===== src/rtl/seg7_scan_driver.sv =====
`default_nettype none
// ============================================================================
// Module      : seg7_scan_driver
// Description : Time-multiplexes a 16-bit value onto a 4-digit common-anode
//               seven-segment display as hex digits 0-F. The value is latched
//               into a shadow register only when the scan wraps from digit 3
//               back to digit 0, so a CPU write part-way through a frame
//               cannot tear the displayed number.
// Revision    : 1.0 - initial release
// ----------------------------------------------------------------------------
// Parameters  : REFRESH_DIV  - clock cycles per digit slot (>= 4)
//               BLANK_CYCLES - all-anodes-off cycles at slot start
//                              (< REFRESH_DIV)
// Ports       : clk        in   system clock, rising edge
//               reset      in   asynchronous, active-high
//               IO_port    in   [15:0] value; nibble n -> digit n (0 = right)
//               enable     in   scan enable; 0 blanks and freezes the scan
//               an         out  [3:0] anode selects, active-low
//               seg        out  [6:0] segments {g,f,e,d,c,b,a}, active-low
//               frame_done out  one-cycle pulse on the digit 3 -> 0 wrap
// Options     : `define SEG7_LZB_EN enables leading-zero blanking of
//               digits 3..1 (digit 0 is always shown).
// ============================================================================
module seg7_scan_driver #(
    parameter int REFRESH_DIV  = 100000,
    parameter int BLANK_CYCLES = 16
) (
    input  logic        clk,
    input  logic        reset,
    input  logic [15:0] IO_port,
    input  logic        enable,
    output logic [3:0]  an,
    output logic [6:0]  seg,
    output logic        frame_done
);

    localparam int            PW      = $clog2(REFRESH_DIV);
    localparam logic [PW-1:0] C_LAST  = PW'(REFRESH_DIV - 1);
    localparam logic [PW-1:0] C_BLANK = PW'(BLANK_CYCLES);
    localparam logic [PW-1:0] C_ONE   = PW'(1);

    logic [PW-1:0] r_presc;
    logic [1:0]    r_digit;
    logic [15:0]   r_shadow;
    logic [3:0]    r_an;
    logic [6:0]    r_seg;
    logic          r_frame_done;

    logic          w_tc;
    logic          w_wrap;
    logic [3:0]    w_nib;
    logic [6:0]    w_decode;
    logic          w_lz_blank;
    logic          w_dark;

    assign w_tc   = (r_presc == C_LAST);
    assign w_wrap = w_tc && (r_digit == 2'd3);

    // ------------------------------------------------------------------
    // Scan state: prescaler, digit index and frame-boundary shadow load
    // ------------------------------------------------------------------
    always_ff @(posedge clk or posedge reset) begin
        if (reset) begin
            r_presc  <= '0;
            r_digit  <= 2'd0;
            r_shadow <= 16'h0000;
        end else if (enable) begin
            if (w_tc) begin
                r_presc <= '0;
                r_digit <= r_digit + 2'd1;
            end else begin
                r_presc <= r_presc + C_ONE;
            end
            if (w_wrap) begin
                r_shadow <= IO_port;
            end
        end
    end

    // ------------------------------------------------------------------
    // Nibble select and hex decode (active-low gfedcba)
    // ------------------------------------------------------------------
    assign w_nib = r_shadow[{r_digit, 2'b00} +: 4];

    always_comb begin
        w_decode = 7'b1111111;
        case (w_nib)
            4'h0: w_decode = 7'b1000000;
            4'h1: w_decode = 7'b1111001;
            4'h2: w_decode = 7'b0100100;
            4'h3: w_decode = 7'b0110000;
            4'h4: w_decode = 7'b0011001;
            4'h5: w_decode = 7'b0010010;
            4'h6: w_decode = 7'b0000010;
            4'h7: w_decode = 7'b1111000;
            4'h8: w_decode = 7'b0000000;
            4'h9: w_decode = 7'b0010000;
            4'hA: w_decode = 7'b0001000;
            4'hB: w_decode = 7'b0000011;
            4'hC: w_decode = 7'b1000110;
            4'hD: w_decode = 7'b0100001;
            4'hE: w_decode = 7'b0000110;
            default: w_decode = 7'b0001110;
        endcase
    end

`ifdef SEG7_LZB_EN
    // A digit is a leading zero when it and every higher nibble are zero.
    // Digit 0 is never blanked so a zero value still shows "0".
    always_comb begin
        w_lz_blank = 1'b0;
        case (r_digit)
            2'd3:    w_lz_blank = (r_shadow[15:12] == 4'h0);
            2'd2:    w_lz_blank = (r_shadow[15:8]  == 8'h00);
            2'd1:    w_lz_blank = (r_shadow[15:4]  == 12'h000);
            default: w_lz_blank = 1'b0;
        endcase
    end
`else
    assign w_lz_blank = 1'b0;
`endif

    // Dark when disabled, inside the ghosting guard, or a blanked leading zero
    assign w_dark = !enable || (r_presc < C_BLANK) || w_lz_blank;

    // ------------------------------------------------------------------
    // Output register stage (one cycle behind the scan state)
    // ------------------------------------------------------------------
    always_ff @(posedge clk or posedge reset) begin
        if (reset) begin
            r_an         <= 4'b1111;
            r_seg        <= 7'b1111111;
            r_frame_done <= 1'b0;
        end else begin
            r_frame_done <= enable && w_wrap;
            if (w_dark) begin
                r_an  <= 4'b1111;
                r_seg <= 7'b1111111;
            end else begin
                r_an  <= ~(4'b0001 << r_digit);
                r_seg <= w_decode;
            end
        end
    end

    assign an         = r_an;
    assign seg        = r_seg;
    assign frame_done = r_frame_done;

endmodule
`default_nettype wire


===== config.mk =====
export PLATFORM = sky130hd
export DESIGN_NAME = seg7_scan_driver
export DESIGN_NICKNAME = d
export VERILOG_FILES = /design/src/rtl/seg7_scan_driver.sv
export SDC_FILE = /design/constraint.sdc
export NUM_CORES = 1
export LEC_CHECK = 0
export CORE_MARGIN = 1
export CORE_UTILIZATION = 50
export CTS_CLUSTER_SIZE = 14
export DETAILED_ROUTE_END_ITERATION = 16
export PLACE_DENSITY = 0.73
export SLEW_MARGIN = 0
export SYNTH_ARGS = -nofsm -noshare
export SYNTH_HDL_FRONTEND = slang
export SYNTH_SLANG_ARGS = --single-unit

===== constraint.sdc =====
create_clock -name clk -period 3.7 [get_ports clk]
set_input_delay 0.555 -clock clk [delete_from_list [all_inputs] [get_ports clk]]
set_output_delay 0.555 -clock clk [all_outputs]
set_load 0.005 [all_outputs]

==> flow_summary.toml, run 1 <==
[run_status]
status = "completed"

[global_routing]
grt_pass1_vias = 1469
overflow = 0
antenna_found_initial = 0
track_usage_pct = 18.4
grt_pass1_wl_um = 7110
grt_max_degree = 27

[finish]
n_antenna_cell = 0
layout_commonest_cell = "dfrtp_1"
num-fill-cells = 349
areaGrowthSynthToFinish_pct = 16.9
final_cell_mix = "dfrtp_1, clkdlybuf4s50_1, nand2_1"
nNetsFinal = 256
drive_gt1_share_pct = 21.1

[timing]
worst_slew_pin_slew_ns = 0.923
fin_crit_sh_pct = 59.6
tns_ns = 0
setup_slack_ns = 1.49
hold_viol_final = 0
fmax_mhz = 453
setup-violations-final = 0
clock_skew_ns = 0.00798
fin_hold_ws_ns = 0.508
period_minus_slack_ns = 2.21
rsz0062_at_grt = "no"
drv_slew = 0
slew_headroom_pct = 37.6

[critical_path]
critPathRequiredTime_ns = 3.89
crit_path_top_delay_cell = "or4_4"
crit_buf_inv = 0
crit_top_cell = "or4_4"
slowest_delay_ns = 0.60
crit_chain = "ha_1, nand2_1, or4_4, or4_4, mux2_4"
cp-end-kind = "flop"
crit_family = "simple AND/OR/NAND/NOR gates"
crit_arrival_ns = 2.39
cp_max_fo = 17
crit_path_start_kind = "flop"
path_class = "reg -> reg"

[clocking]
cts_resized = 0
cts_setup_buffers = 0
htreeDepth = 2
clkLatencyLatePin_ns = 0.30
cts-hold-fix-buffers = 0
cts_root_buf = "clkbuf_8"
clkTransAtPathRegs_ns = 0.08
clockBufferDepth = 2
clkSinkCount = 47
cts_tree = "built"
cts_inserted_buffers = 5

[power]
vdd_ir_drop_max_v = 0.000236
power_density_mw_per_mm2 = 406
p_leak_uw = 0.00124

[drt]
drtPass1Iterations = 10
drt_first_iter_violations = 82
num_vias = 1519
ant_nets = 0
viasPerCell = 5.44
drt-total-wl_um = 4080
drc = 0
routedWlPerCell_um = 14.6

[synth]
synth_cell_type_count = 34
ys_ff_latch = 47
yosysTopAreaCell = "dfrtp_1"
synth_nets = 225
synthCells = 195
ys_warn_count = 0
avgSynthCellArea_sq_um = 12.2
syn_area_sq_mm = 0.00238
synth_top_cell_area_share_pct = 37.8
yosysSeqAreaShare_pct = 49.9
ys_top_cells_by_area = "dfrtp_1, dfstp_2, ha_1"

[floorplan]
start_util_pct = 53.3
io_pins = 31
die_h_um = 71.1
fp.dieW_um = 71.1
core-area_sq_mm = 0.00447
dieArea_sq_mm = 0.00505
num_rows = 24

[placement]
buffer_ports.inserted = 30
dp_slack_ns = 1.20
post-dp-hpwl_um = 3000
gp_congestion = 0.854

[job]
max-cap-violations = 0

[min_path]
hp-class = "reg -> reg"
==> Yosys cell counts (all sizes together) <==
cell type and count:
nand3 4, mux2i 3, inv 13, a21oi 2, or2 1, nor4 4
dfrtp 36, mux2 21, xor2 6, o211ai 6, dfstp 11, a21o 1
clkbuf 5, o221ai 1, xnor2 12, and3 2, o21ai 2, and4 1
ha 11, nor2 11, nor3 4, mux4 5, and2 1, buf 2
nand4 5, a41oi 1, o31ai 1, nand2 19, nor3b 2, or4 2
==> through the flow <==
| stage | cell area (sq um) | total power, uW | instances | util, % |
|---|---|---|---|---|
| after floorplan | 2380 | 753 | 195 | - |
| after global placement | 2710 | 840 | 271 | 60.5 |
| after detailed placement | 2710 | 848 | 271 | 60.5 |
| after CTS | 2790 | 1150 | 279 | 62.3 |
| after global routing | 2790 | 1200 | 279 | 62.3 |
| final | 2790 | 1130 | 279 | 62.3 |
==> where the power goes <==
| group | internal [uW] | leakage [uW] | switching [uW] |
|---|---|---|---|
| clock network | 133 | 0.0000422 | 165 |
| logic | 116 | 0.000608 | 89.1 |
| registers | 583 | 0.000586 | 47.8 |
| total | 831 | 0.00124 | 302 |
==> logic make-up (layout without fill, tap and decap cells) <==
| logic type | count (synthesis) | in the layout | synth area share (%) |
|---|---|---|---|
| and+or+nand+nor | 56 | 56 | 12.2 |
| DFF | 47 | 47 | 49.9 |
| muxes | 29 | 29 | 17.3 |
| buffers and inverters | 20 | 52 | 4.15 |
| xor gates and xnor gates | 18 | 18 | 6.61 |
| AOI/OAI and AO/OA | 14 | 14 | 4.09 |
| adders and majority gates | 11 | 11 | 5.77 |
==> routing by layer <==
layer  GRT usage, %  vias up  routed length [um]
li1               -      740                   -
met1           25.7      745                1950
met2           28.5       29                1930
met3           3.56        5                 127
met4           7.33        0                  70
met5              0        -                   0
==> area by class of cell <==
type	count	area, sq um	share of cell area, %
clock buffers	7	76.3	2.74
flip-flops and latches	47	1190	42.7
well taps	52	65.1	2.33
clock inverters	1	5.00	0.179
inverters	13	48.8	1.75
repair buffers	31	308	11.0
multi-input cells	128	1100	39.3
==> state kept, by name, indices dropped and copies added (netlist names) <==
name        count
seg             7
r_presc        17
frame_done      1
r_digit         2
r_shadow       16
an              4
==> final timing paths <==
kind	start	slack, ns	endpoint	cells after the start
min in group asynchronous	reset	0.60	r_shadow[13]	2
setup / recovery	r_presc[0]	1.49	r_shadow[7]	5
hold / removal	r_presc[6]	0.51	r_presc[6]	1
hold reg to reg	r_presc[6]	0.51	r_presc[6]	1
setup reg to reg	r_presc[0]	1.49	r_shadow[7]	5
max in group asynchronous	reset	2.32	an[0]	3
(Power assumes the default switching activity.)
==> run 2: changes to the inputs <==
CORE_UTILIZATION = 49   (was 50)
PLACE_DENSITY = 0.75   (was 0.73)
clock period = 2 ns   (was 3.7 ns; I/O delays follow)
==> flow_summary.toml, run 2 (synthesized netlist as in run 1, its figures left out) <==
[critical_path]
crit_start = "r_presc[0]"
critPathRequiredTime_ns = 2.18
slowest_delay_ns = 0.52
crit_path_start_kind = "flop"
r2r-start = "r_presc[0]"
crit_top_cell = "or4_4"
r2r_cells = 5
setup.worst_path.end = "r_shadow[11]"
cp-end-kind = "flop"
cp.depth = 5
crit_family = "simple AND/OR/NAND/NOR gates"
r2r_slack_ns = -0.04
crit_chain = "ha_2, nand2_2, or4_4, or4_4, mux2_4"
cp_max_fo = 8
crit_path_top_delay_cell = "or4_4"
crit_arrival_ns = 2.23
crit_buf_inv = 0
path_class = "reg -> reg"
r2r-end = "r_shadow[11]"

[run_status]
status = "finished with violations"
violations = "setup timing"

[timing]
rsz0062_at_grt = "yes"
slew_headroom_pct = 80.2
hold_viol_final = 0
drv_slew = 0
fin_crit_sh_pct = 102
worst_slew_pin_slew_ns = 0.295
fmax_mhz = 490
clock_skew_ns = 0.00294
setup_slack_ns = -0.0423
setup-violations-final = 16
period_minus_slack_ns = 2.04

[finish]
drive_gt1_share_pct = 32.4
stdcell_count = 313
final_cell_mix = "dfrtp_1, clkdlybuf4s50_1, buf_4"
largest_register_ffs = 17
largest_register = "r_presc"
post-route-util_pct = 65.4
areaGrowthSynthToFinish_pct = 28.7
nNetsFinal = 288
n_antenna_cell = 0
layout_commonest_cell = "dfrtp_1"

[drt]
ant_nets = 0
viasPerCell = 5.20
routedWlPerCell_um = 14.3
drtPass1Iterations = 4
drc = 0
drt-total-wl_um = 4470
drt_first_iter_violations = 66
num_vias = 1628

[power]
power_density_mw_per_mm2 = 723
vdd_ir_drop_max_v = 0.000393
clockPowerShare_pct = 24.7
intPower_uw = 1630
pwr-share-comb_pct = 24.2
p_sw_uw = 587
p_leak_uw = 0.00140
seqPwrFrac_pct = 51.1
report.power.total_uw = 2220
power_switching_share_pct = 26.4

[floorplan]
die_h_um = 71.8
start_util_pct = 50.8
io_pins = 31
fp.dieW_um = 71.8
core-area_sq_mm = 0.00469
dieArea_sq_mm = 0.00515
num_rows = 25

[job]
max-cap-violations = 0

[clocking]
cts_root_buf = "clkbuf_8"
clkSinkCount = 47
clockBufferDepth = 2
clkTransAtPathRegs_ns = 0.08
clkLatencyLatePin_ns = 0.30
htreeDepth = 2
cts_tree = "built"
cts_inserted_buffers = 5

[global_routing]
track_usage_pct = 19.7
grt_pass1_wl_um = 7580
grt_pass1_vias = 1552
grt_max_degree = 48
overflow = 0
antenna_found_initial = 0

[placement]
gp_congestion = 0.802
dp_slack_ns = -0.170
buffer_ports.inserted = 30
post-dp-hpwl_um = 3030
post-place-cells = 301

[min_path]
hp-class = "in -> async"
run 2: changes by cell type in the layout (fill, tap and decap cells not counted):
cell and change:
nor4_1 -1, or4_4 +2, nand2_2 +2, mux2_2 -1
nor4_2 +1, mux2_4 +1, buf_12 +1, ha_2 +1
ha_1 -1, nand2_1 -2, buf_4 +29
run 2: tightest hold or removal path: stages:
cell and delay (ns):
clkdlybuf4s50_1 0.40, clkinv_1 0.07, buf_12 0.24
run 2: routing by layer:
layer | up-vias | part of all wire (%) | global-route usage (%)
met5 | - | 0 | 0
met1 | 783 | 48 | 27.1
met4 | 0 | 1.4 | 6.97
met2 | 31 | 48 | 30.7
li1 | 807 | - | -
met3 | 7 | 2.6 | 4.78
run 2: layout make-up:
class                           count  area (sq um)
Inverter                           13          48.8
Multi-Input combinational cell    130          1140
Timing Repair Buffer               61           546
Sequential cell                    47          1190
Fill cell                         367          1620
Clock inverter                      1          5.00
Tap cell                           54          67.6
Clock buffer                        7          76.3
run 2: worst min-delay path by stage:
stage	to	from	depth (start not counted)
6_report	r_presc[11]	reset	3
5_1_grt	r_shadow[13]	reset	3
4_1_cts	r_presc[3]	reset	3
3_5_place_dp	r_shadow[8]	r_shadow[8]	1
3_3_place_gp	r_shadow[12]	r_shadow[12]	1
2_1_floorplan	r_shadow[0]	IO_port[0]	1
run 2: timing repair:
item,4_1_cts,5_1_grt
hold buffers,0,0
gates cloned,1,1
setup buffers,1,1
resized for setup,3,3
pin swaps,1,1
setup endpoints to repair,16,19
run 2: stage by stage:
step | hold slack, ns | area, sq um | TNS, ns
final | 0.343 | 3070 | -0.302
after global routing | 0.350 | 3070 | -1.24
after CTS | 0.355 | 3040 | -1.13
after detailed placement | 0.494 | 2940 | -2.49
after global placement | 0.482 | 2940 | -0.960
after floorplan | 0.449 | 2390 | -1.37
run 2: power groups by stage:
stage	registers, uW	clock network (uW)	logic [uW]
floorplan	1170	0	227
finish	1130	547	537
global route	1150	604	587
CTS	1130	569	532
global placement	1140	0	507
detailed placement	1150	0	518
==> run 3: changes to the inputs <==
--- a/config.mk
+++ b/config.mk
@@ -10,4 +10,5 @@
 export CTS_CLUSTER_SIZE = 14
 export DETAILED_ROUTE_END_ITERATION = 16
+export HOLD_SLACK_MARGIN = 0.05
 export PLACE_DENSITY = 0.75
 export SLEW_MARGIN = 0
==> constraint.sdc (replaced) <==
create_clock -name clk -period 2 [get_ports clk]
set_input_delay 0.4 -clock clk [delete_from_list [all_inputs] [get_ports clk]]
set_output_delay 0.4 -clock clk [all_outputs]
set_load 0.005 [all_outputs]
==> flow_summary.toml, run 3 (synthesized netlist as in run 1, its figures left out) <==
[critical_path]
r2r_slack_ns = -0.09
crit_arrival_ns = 2.28
crit_chain = "ha_2, nand2_2, or4_4, or4_4, mux2_4"
cp_max_fo = 5
crit_path_top_delay_cell = "or4_4"
critPathRequiredTime_ns = 2.19
r2r-end = "r_shadow[5]"
crit_path_start_kind = "flop"
crit_top_cell = "or4_4"
cp-end-kind = "flop"
slowest_delay_ns = 0.58
r2r-start = "r_presc[0]"
path_class = "reg -> reg"
r2r_cells = 5

[power]
vdd_ir_drop_max_v = 0.000438
p_leak_uw = 0.00140
power_density_mw_per_mm2 = 756

[finish]
areaGrowthSynthToFinish_pct = 29.3
layout_commonest_cell = "dfrtp_1"
n_antenna_cell = 0
largest_register_ffs = 17
post-route-util_pct = 65.7
nNetsFinal = 287
final_cell_mix = "dfrtp_1, clkdlybuf4s50_1, buf_4"
drive_gt1_share_pct = 32.6
largest_register = "r_presc"

[timing]
hold_viol_final = 0
fin_hold_ws_ns = 0.395
setup-violations-final = 9
period_minus_slack_ns = 2.09
slew_headroom_pct = 62.2
fmax_mhz = 478
fin_crit_sh_pct = 105
clock_skew_ns = 0.0104
setup_slack_ns = -0.0906
rsz0062_at_grt = "yes"
worst_slew_pin_slew_ns = 0.563
drv_slew = 0

[run_status]
violations = "setup timing"
status = "finished with violations"

[placement]
dp_slack_ns = -0.128
post-dp-hpwl_um = 2990
buffer_ports.inserted = 30
gp_congestion = 0.806

[floorplan]
core-area_sq_mm = 0.00469
fp.dieW_um = 71.8
io_pins = 31
num_rows = 25
dieArea_sq_mm = 0.00515
start_util_pct = 50.8
die_h_um = 71.8

[global_routing]
antenna_found_initial = 0
grt_max_degree = 34
overflow = 0
track_usage_pct = 19.1
grt_pass1_vias = 1637
grt_pass1_wl_um = 7380

[drt]
drt-total-wl_um = 4360
num_vias = 1624
drc = 0
viasPerCell = 5.21
drtPass1Iterations = 4
drt_first_iter_violations = 95
ant_nets = 0
routedWlPerCell_um = 14.0

[clocking]
clockBufferDepth = 2
cts_inserted_buffers = 5
clkTransAtPathRegs_ns = 0.09
htreeDepth = 2
cts_root_buf = "clkbuf_8"
cts_tree = "built"
clkSinkCount = 47
clkLatencyLatePin_ns = 0.30
cts-hold-fix-buffers = 0

[job]
max-cap-violations = 0

[min_path]
hp-class = "in -> async"
## run 3: how the worst max path moves through the flow
stage / startpoint / endpoint / depth (start not counted)
after floorplan: r_presc[0] / r_shadow[0] / 7
after global placement: enable / r_shadow[7] / 4
after detailed placement: enable / r_shadow[5] / 4
after CTS: r_presc[0] / r_shadow[5] / 5
after global routing: r_presc[0] / r_shadow[6] / 5
final: r_presc[0] / r_shadow[5] / 5
## run 3: stage by stage
stage | cell area (sq um) | total power (uW) | instances | setup TNS [ns]
2_1_floorplan | 2390 | 1390 | 195 | -1.37
3_3_place_gp | 2940 | 1650 | 301 | -1.99
3_5_place_dp | 2940 | 1660 | 301 | -1.84
4_1_cts | 3060 | 2350 | 310 | -0.623
5_1_grt | 3080 | 2470 | 312 | -1.53
6_report | 3080 | 2330 | 312 | -0.680
## run 3: power by group
group,switching (uW),internal [uW]
clock,296,374
combinational,229,302
sequential,53.5,1080
## run 3: layout make-up
| class | instances | area, sq um |
|---|---|---|
| Fill cell | 364 | 1610 |
| Sequential cell | 47 | 1190 |
| Multi-Input combinational cell | 130 | 1130 |
| Timing Repair Buffer | 60 | 538 |
| Clock buffer | 7 | 76.3 |
| Tap cell | 54 | 67.6 |
| Inverter | 13 | 48.8 |
| Clock inverter | 1 | 30.0 |
## run 3: per-layer routing
metal	GRT usage [%]	part of all wire, %	up-vias
met4	10.0	1.6	0
met5	0	0	-
met1	25.2	48	785
met2	28.9	48	27
met3	5.20	2.2	5
li1	-	-	807
## run 3: worst max-delay path: cells and delay by family (launching register included)
family | cells | cell delay, ns
adders and majority gates | 1 | 0.19
DFF | 1 | 0.36
muxes | 1 | 0.33
and+or+nand+nor | 3 | 1.10
## run 3: repair_timing
action	4_1_cts	5_1_grt
pin swaps	0	1
setup buffers	0	1
setup endpoints to repair	16	19
hold endpoints to repair	0	0
resized for setup	2	4
gates cloned	1	1
